<file path="src/rtl/block_xfer_seq_pkg.sv">
// Shared types and helpers for the LDM/STM block transfer sequencer.
package block_xfer_seq_pkg;

   typedef enum logic [2:0] {
      S_IDLE,
      S_SETUP,
      S_XFER,
      S_WB,
      S_DONE
   } state_e;

   localparam int WORD_BYTES = 4;

   // Addressing mode as {P,U}
   typedef enum logic [1:0] {
      AM_DA = 2'b00,
      AM_IA = 2'b01,
      AM_DB = 2'b10,
      AM_IB = 2'b11
   } am_e;

   function automatic logic [4:0] popcount16(input logic [15:0] v);
      logic [4:0] c;
      c = '0;
      for (int i = 0; i < 16; i++) c = c + 5'(v[i]);
      return c;
   endfunction

endpackage

</file>
<file path="src/rtl/block_xfer_seq_prio_enc16.sv">
// Lowest-set-bit encoder over a 16-bit register list.
module prio_enc16 (
   input  logic [15:0] i_vec,
   output logic [3:0]  o_index,
   output logic        o_valid
);

   always_comb begin
      o_index = '0;
      for (int i = 15; i >= 0; i--) begin
         if (i_vec[i]) o_index = 4'(i);
      end
   end

   assign o_valid = |i_vec;

endmodule

</file>
<file path="src/rtl/block_xfer_seq.sv">
// LDM/STM sequencer: walks the register list one word beat at a time,
// stalls the pipeline while busy, then optionally writes back the base.
import block_xfer_seq_pkg::*;

module block_xfer_seq #(
   parameter int ADDR_W = 32
) (
   input  logic              clk,
   input  logic              rst_n,
   input  logic              i_start,
   input  logic [15:0]       i_reg_list,
   input  logic [ADDR_W-1:0] i_base_addr,
   input  logic              i_p_flag,
   input  logic              i_u_flag,
   input  logic              i_w_flag,
   input  logic              i_l_flag,
   input  logic              i_s_flag,
   input  logic [3:0]        i_base_idx,
   input  logic [ADDR_W-1:0] i_rf_rdata,
   input  logic [ADDR_W-1:0] i_mem_rdata,
   input  logic              i_mem_ready,
   output logic              o_stall,
   output logic              o_mem_req,
   output logic              o_mem_we,
   output logic [ADDR_W-1:0] o_mem_addr,
   output logic [ADDR_W-1:0] o_mem_wdata,
   output logic [3:0]        o_reg_idx,
   output logic              o_reg_we,
   output logic [ADDR_W-1:0] o_reg_wdata,
   output logic              o_user_bank,
   output logic              o_wb_en,
   output logic [ADDR_W-1:0] o_wb_value,
   output logic              o_done
);

   state_e            r_state;
   logic [15:0]       r_list;
   logic [ADDR_W-1:0] r_base;
   logic              r_p, r_u, r_w, r_l;
   logic              r_wb_supp;
   logic [4:0]        r_n;

   logic [15:0]       w_next_list;
   logic [15:0]       w_enc_in;
   logic [3:0]        w_enc_idx;
   logic              w_enc_vld;
   logic [4:0]        w_n;
   logic [ADDR_W-1:0] w_step, w_off, w_woff, w_base_al, w_start_addr;
   am_e               w_am;

   // In XFER the encoder looks ahead at the list with the current beat removed
   assign w_next_list = r_list & ~(16'h0001 << o_reg_idx);
   assign w_enc_in    = (r_state == S_XFER) ? w_next_list : r_list;

   prio_enc16 u_enc (
      .i_vec   (w_enc_in),
      .o_index (w_enc_idx),
      .o_valid (w_enc_vld)
   );

   assign w_n       = popcount16(r_list);
   assign w_step    = ADDR_W'(WORD_BYTES);
   assign w_off     = ADDR_W'(w_n) * w_step;
   assign w_woff    = ADDR_W'(r_n) * w_step;
   assign w_base_al = {r_base[ADDR_W-1:2], 2'b00};
   assign w_am      = am_e'({r_p, r_u});

   always_comb begin
      case (w_am)
         AM_IA:   w_start_addr = w_base_al;
         AM_IB:   w_start_addr = w_base_al + w_step;
         AM_DA:   w_start_addr = w_base_al - w_off + w_step;
         default: w_start_addr = w_base_al - w_off;
      endcase
   end

   // Load strobe must coincide with the completing beat, so it is not registered
   assign o_reg_we    = (r_state == S_XFER) & r_l & i_mem_ready;
   assign o_reg_wdata = o_reg_we ? i_mem_rdata : '0;
   assign o_mem_wdata = (o_mem_req & o_mem_we) ? i_rf_rdata : '0;

   always_ff @(posedge clk or negedge rst_n) begin
      if (!rst_n) begin
         r_state     <= S_IDLE;
         r_list      <= '0;
         r_base      <= '0;
         r_p         <= 1'b0;
         r_u         <= 1'b0;
         r_w         <= 1'b0;
         r_l         <= 1'b0;
         r_wb_supp   <= 1'b0;
         r_n         <= '0;
         o_stall     <= 1'b0;
         o_mem_req   <= 1'b0;
         o_mem_we    <= 1'b0;
         o_mem_addr  <= '0;
         o_reg_idx   <= '0;
         o_user_bank <= 1'b0;
         o_wb_en     <= 1'b0;
         o_wb_value  <= '0;
         o_done      <= 1'b0;
      end else begin
         case (r_state)
            S_IDLE: begin
               if (i_start) begin
                  r_list      <= i_reg_list;
                  r_base      <= i_base_addr;
                  r_p         <= i_p_flag;
                  r_u         <= i_u_flag;
                  r_w         <= i_w_flag;
                  r_l         <= i_l_flag;
                  r_wb_supp   <= i_l_flag & i_reg_list[i_base_idx];
                  o_stall     <= 1'b1;
                  o_user_bank <= i_s_flag;
                  r_state     <= S_SETUP;
               end
            end
            S_SETUP: begin
               r_n <= w_n;
               if (!w_enc_vld) begin
                  o_done  <= 1'b1;
                  r_state <= S_DONE;
               end else begin
                  o_mem_req  <= 1'b1;
                  o_mem_we   <= ~r_l;
                  o_mem_addr <= w_start_addr;
                  o_reg_idx  <= w_enc_idx;
                  r_state    <= S_XFER;
               end
            end
            S_XFER: begin
               if (i_mem_ready) begin
                  r_list <= w_next_list;
                  if (w_enc_vld) begin
                     o_mem_addr <= o_mem_addr + w_step;
                     o_reg_idx  <= w_enc_idx;
                  end else begin
                     o_mem_req  <= 1'b0;
                     o_mem_we   <= 1'b0;
                     o_mem_addr <= '0;
                     o_reg_idx  <= '0;
                     if (r_w) begin
                        o_wb_en    <= ~r_wb_supp;
                        o_wb_value <= r_u ? r_base + w_woff : r_base - w_woff;
                        r_state    <= S_WB;
                     end else begin
                        o_done  <= 1'b1;
                        r_state <= S_DONE;
                     end
                  end
               end
            end
            S_WB: begin
               o_wb_en    <= 1'b0;
               o_wb_value <= '0;
               o_done     <= 1'b1;
               r_state    <= S_DONE;
            end
            S_DONE: begin
               o_done      <= 1'b0;
               o_stall     <= 1'b0;
               o_user_bank <= 1'b0;
               r_list      <= '0;
               r_base      <= '0;
               r_state     <= S_IDLE;
            end
            default: r_state <= S_IDLE;
         endcase
      end
   end

endmodule

</file>
<file path="config.mk">
export PLATFORM = sky130hd
export DESIGN_NAME = block_xfer_seq
export DESIGN_NICKNAME = d
export VERILOG_FILES = /design/src/rtl/block_xfer_seq_pkg.sv /design/src/rtl/block_xfer_seq_prio_enc16.sv /design/src/rtl/block_xfer_seq.sv
export SDC_FILE = /design/constraint.sdc
export NUM_CORES = 1
export LEC_CHECK = 0
export ABC_AREA = 0
export BUFFER_PORTS_ARGS = -buffer_cell sky130_fd_sc_hd__buf_4
export CAP_MARGIN = 20
export CELL_PAD_IN_SITES_DETAIL_PLACEMENT = 0
export CELL_PAD_IN_SITES_GLOBAL_PLACEMENT = 1
export CORE_MARGIN = 4
export CORE_UTILIZATION = 41
export CTS_CLUSTER_DIAMETER = 60
export DETAILED_ROUTE_END_ITERATION = 10
export GPL_ROUTABILITY_DRIVEN = 0
export PLACE_DENSITY = 0.88
export SYNTH_ARGS = -nofsm -noshare
export SYNTH_HDL_FRONTEND = slang
export SYNTH_HIERARCHICAL = 1
export SYNTH_SLANG_ARGS = --single-unit
</file>
<file path="constraint.sdc">
create_clock -name clk -period 7.9 [get_ports clk]
set_input_delay 1.975 -clock clk [delete_from_list [all_inputs] [get_ports clk]]
set_output_delay 1.975 -clock clk [all_outputs]
set_load 0.01 [all_outputs]
</file>
==> results.py <==
metrics = {
    "status": {
        "status": "finished clean",
    },
    "die": {
        "initial_utilization": 0.418,
        "ios": 264,
        "rows": 60,
        "die_h_um": 174,
        "die-area_um2": 30300,
        "die_width_um": 174,
        "core_um2": 27000,
    },
    "place": {
        "placed_cell_area_um2": 13400,
        "dpl.hpwl_um": 28400,
        "io_buffers": 261,
    },
    "global_routing": {
        "grt-ovfl-total": 0,
        "antenna_found_initial": 0,
        "grt_pass1_wl_um": 60100,
        "grt_max_degree": 72,
        "grt_use_total": 0.240,
        "grt_pass1_vias": 11200,
    },
    "critical_path": {
        "crit_path_start_kind": "register",
        "crit_path_end_kind": "register",
        "rr_endpoint": "o_mem_addr[28]",
        "worstPathRequired_ns": 8.25,
        "rrSetupSlack_ns": 1.14,
        "critPathLaunch": "r_list[0]",
        "cp.arrival_ns": 7.11,
        "reg2regPathDepth": 21,
        "reg2reg_from": "r_list[0]",
        "crit_fanout": 6,
        "path_class": "reg -> reg",
    },
    "synthesis": {
        "syn_inst": 1417,
        "synthTopCellsByCount": "151 x nand2_1, 139 x o21ai_0, 133 x dfrtp_1, 107 x nor2_1, 96 x a21oi_1",
        "synth_edf_count": 0,
        "ys_warn_count": 6,
        "synthesis.area_um2": 11300,
        "ys_types": 84,
        "synth_async_sr_flop_share": 1.00,
        "synth.most_common_cell": "nand2_1",
        "synthTopCellsByArea": "dfrtp_1 29%, o21ai_0 6.2%, ha_1 5.1%",
        "synth-main-ff-cell": "dfrtp_1",
        "yosys.area.top_type": "dfrtp_1",
        "synth_top_area_share": 0.294,
        "ys_seq_elements": 133,
        "synth_seq_area_share": 0.294,
        "avgSynthCellArea_um2": 7.98,
    },
    "layout": {
        "area_growth_pct": 23.9,
        "final_area_um2": 14000,
        "n_fill_cell": 2631,
        "antenna_cells": 0,
        "layout-drive-gt1-share": 0.212,
        "nets": 1801,
    },
    "detailed_routing": {
        "drt_iter0_drc": 1054,
        "firstDrtPassIters": 6,
        "route.detailed.drc": 0,
        "ant_nets": 0,
        "vias": 11600,
        "vias_per_cell": 5.90,
        "wl_per_cell_um": 19.2,
        "routed_wl_um": 37900,
    },
    "timing": {
        "setup_violations": 0,
        "finClkSkew_ns": 0.00940,
        "hold_viol": 0,
        "tns_ns": 0,
        "fin_crit_ns": 6.76,
        "slew-limit-headroom": 0.311,
        "slew_violations": 0,
        "rsz0062_at_grt": "false",
        "whs_ns": 0.477,
        "period_share": 0.856,
        "fmax_ghz": 0.148,
        "worst_pin_slew_ns": 1.03,
    },
    "clocking": {
        "cts_setup_buffers": 0,
        "cts_root_buf": "clkbuf_16",
        "postCtsHoldBufs": 0,
        "ctsLongestPathBuffers": 2,
        "cts_tree": "done",
        "clk_pin_slew_ns": 0.06,
        "clock_latency_ns": 0.44,
        "cts_buffers": 17,
        "cts_resized": 0,
        "cts_sinks": 133,
        "htree_levels": 4,
    },
    "hold_path": {
        "hold_start": "r_wb_supp",
        "worstHoldPathType": "reg -> reg",
        "hold_depth": 1,
        "hold_path_end": "o_wb_en",
    },
    "flow_run": {
        "maxCapViolCount": 0,
    },
}
-- cell type report --
type	instances	area, µm²	share of cell area
clock buffers	19	433	0.0309
clock inverters	12	86.3	0.00616
inverters	54	203	0.0145
multi-input cells	1135	7410	0.529
flip-flops and latches	133	3330	0.238
well taps	341	427	0.0304
repair buffers	277	2120	0.152
-- kinds of logic (layout without fill, tap and decap cells) --
logic type,count (synthesis),count (layout),share of synthesized area
xor gates and xnor gates,73,73,0.0572
adders and majority gates,58,58,0.0721
AOI/OAI and AO/OA,458,458,0.263
and+or+nand+nor,527,527,0.239
muxes,17,17,0.0211
other,1,2,0.000332
buffers and inverters,150,362,0.0521
DFF,133,133,0.294
-- registers in the layout, summed over array words and instances, names as in the netlist, 3 cells and up --
register	cells
r_base	32
o_reg_idx	4
r_state	3
o_wb_value	32
o_mem_addr	30
r_n	5
r_list	16
-- metrics by stage --
stage | instances | setup WS (ns) | util
floorplan | 1418 | 1.77 | -
global placement | 1937 | 1.32 | 0.497
detailed placement | 1937 | 1.17 | 0.497
CTS | 1968 | 1.15 | 0.516
global route | 1971 | 0.644 | 0.519
finish | 1971 | 1.14 | 0.519
-- layer usage --
layer,up-vias,GRT usage,wire length [µm]
met1,5630,0.320,16400
met3,67,0.0341,1900
met2,375,0.407,18800
li1,5565,-,-
met4,0,0.0726,848
met5,-,0,0
-- worst max path at each step --
stage / end / slack, ns / depth (start not counted)
2_1_floorplan: o_mem_addr[24] / 1.77 / 20
3_3_place_gp: o_mem_addr[24] / 1.32 / 21
3_5_place_dp: o_mem_addr[28] / 1.17 / 21
4_1_cts: o_mem_addr[28] / 1.15 / 21
5_1_grt: o_mem_addr[28] / 0.64 / 21
6_report: o_mem_addr[28] / 1.14 / 21
-- cell usage in the layout, fill, tap and decap left out, types with 41 or more instances in the layout --
cell,netlist,routed
a21oi_1,96,95
a22o_1,42,42
xnor2_1,44,44
dfrtp_1,133,133
ha_1,46,46
o21ai_0,139,139
inv_1,54,54
nor2_1,107,107
nand2_1,151,151
buf_4,2,274
and2_1,41,41
and3_1,57,57
-- worst max-delay path, stage by stage (launching register included) --
cell and delay (ns):
dfrtp_1 0.34, inv_1 0.07, fa_1 0.57, fa_1 0.45
fa_1 0.53, fa_1 0.41, inv_1 0.06, ha_1 0.15
inv_1 0.05, fa_1 0.39, xor2_1 0.19, ha_1 0.37
a211oi_2 0.46, o21bai_1 0.19, xor2_1 0.12, o31ai_1 0.53
nand3_1 0.38, nor4b_4 0.52, nand2_2 0.13, xor2_1 0.17
a2111o_1 0.42, o22ai_1 0.15
Power is not shown: default switching activity piles up to over one toggle a cycle in this logic, so the estimate is an artifact.
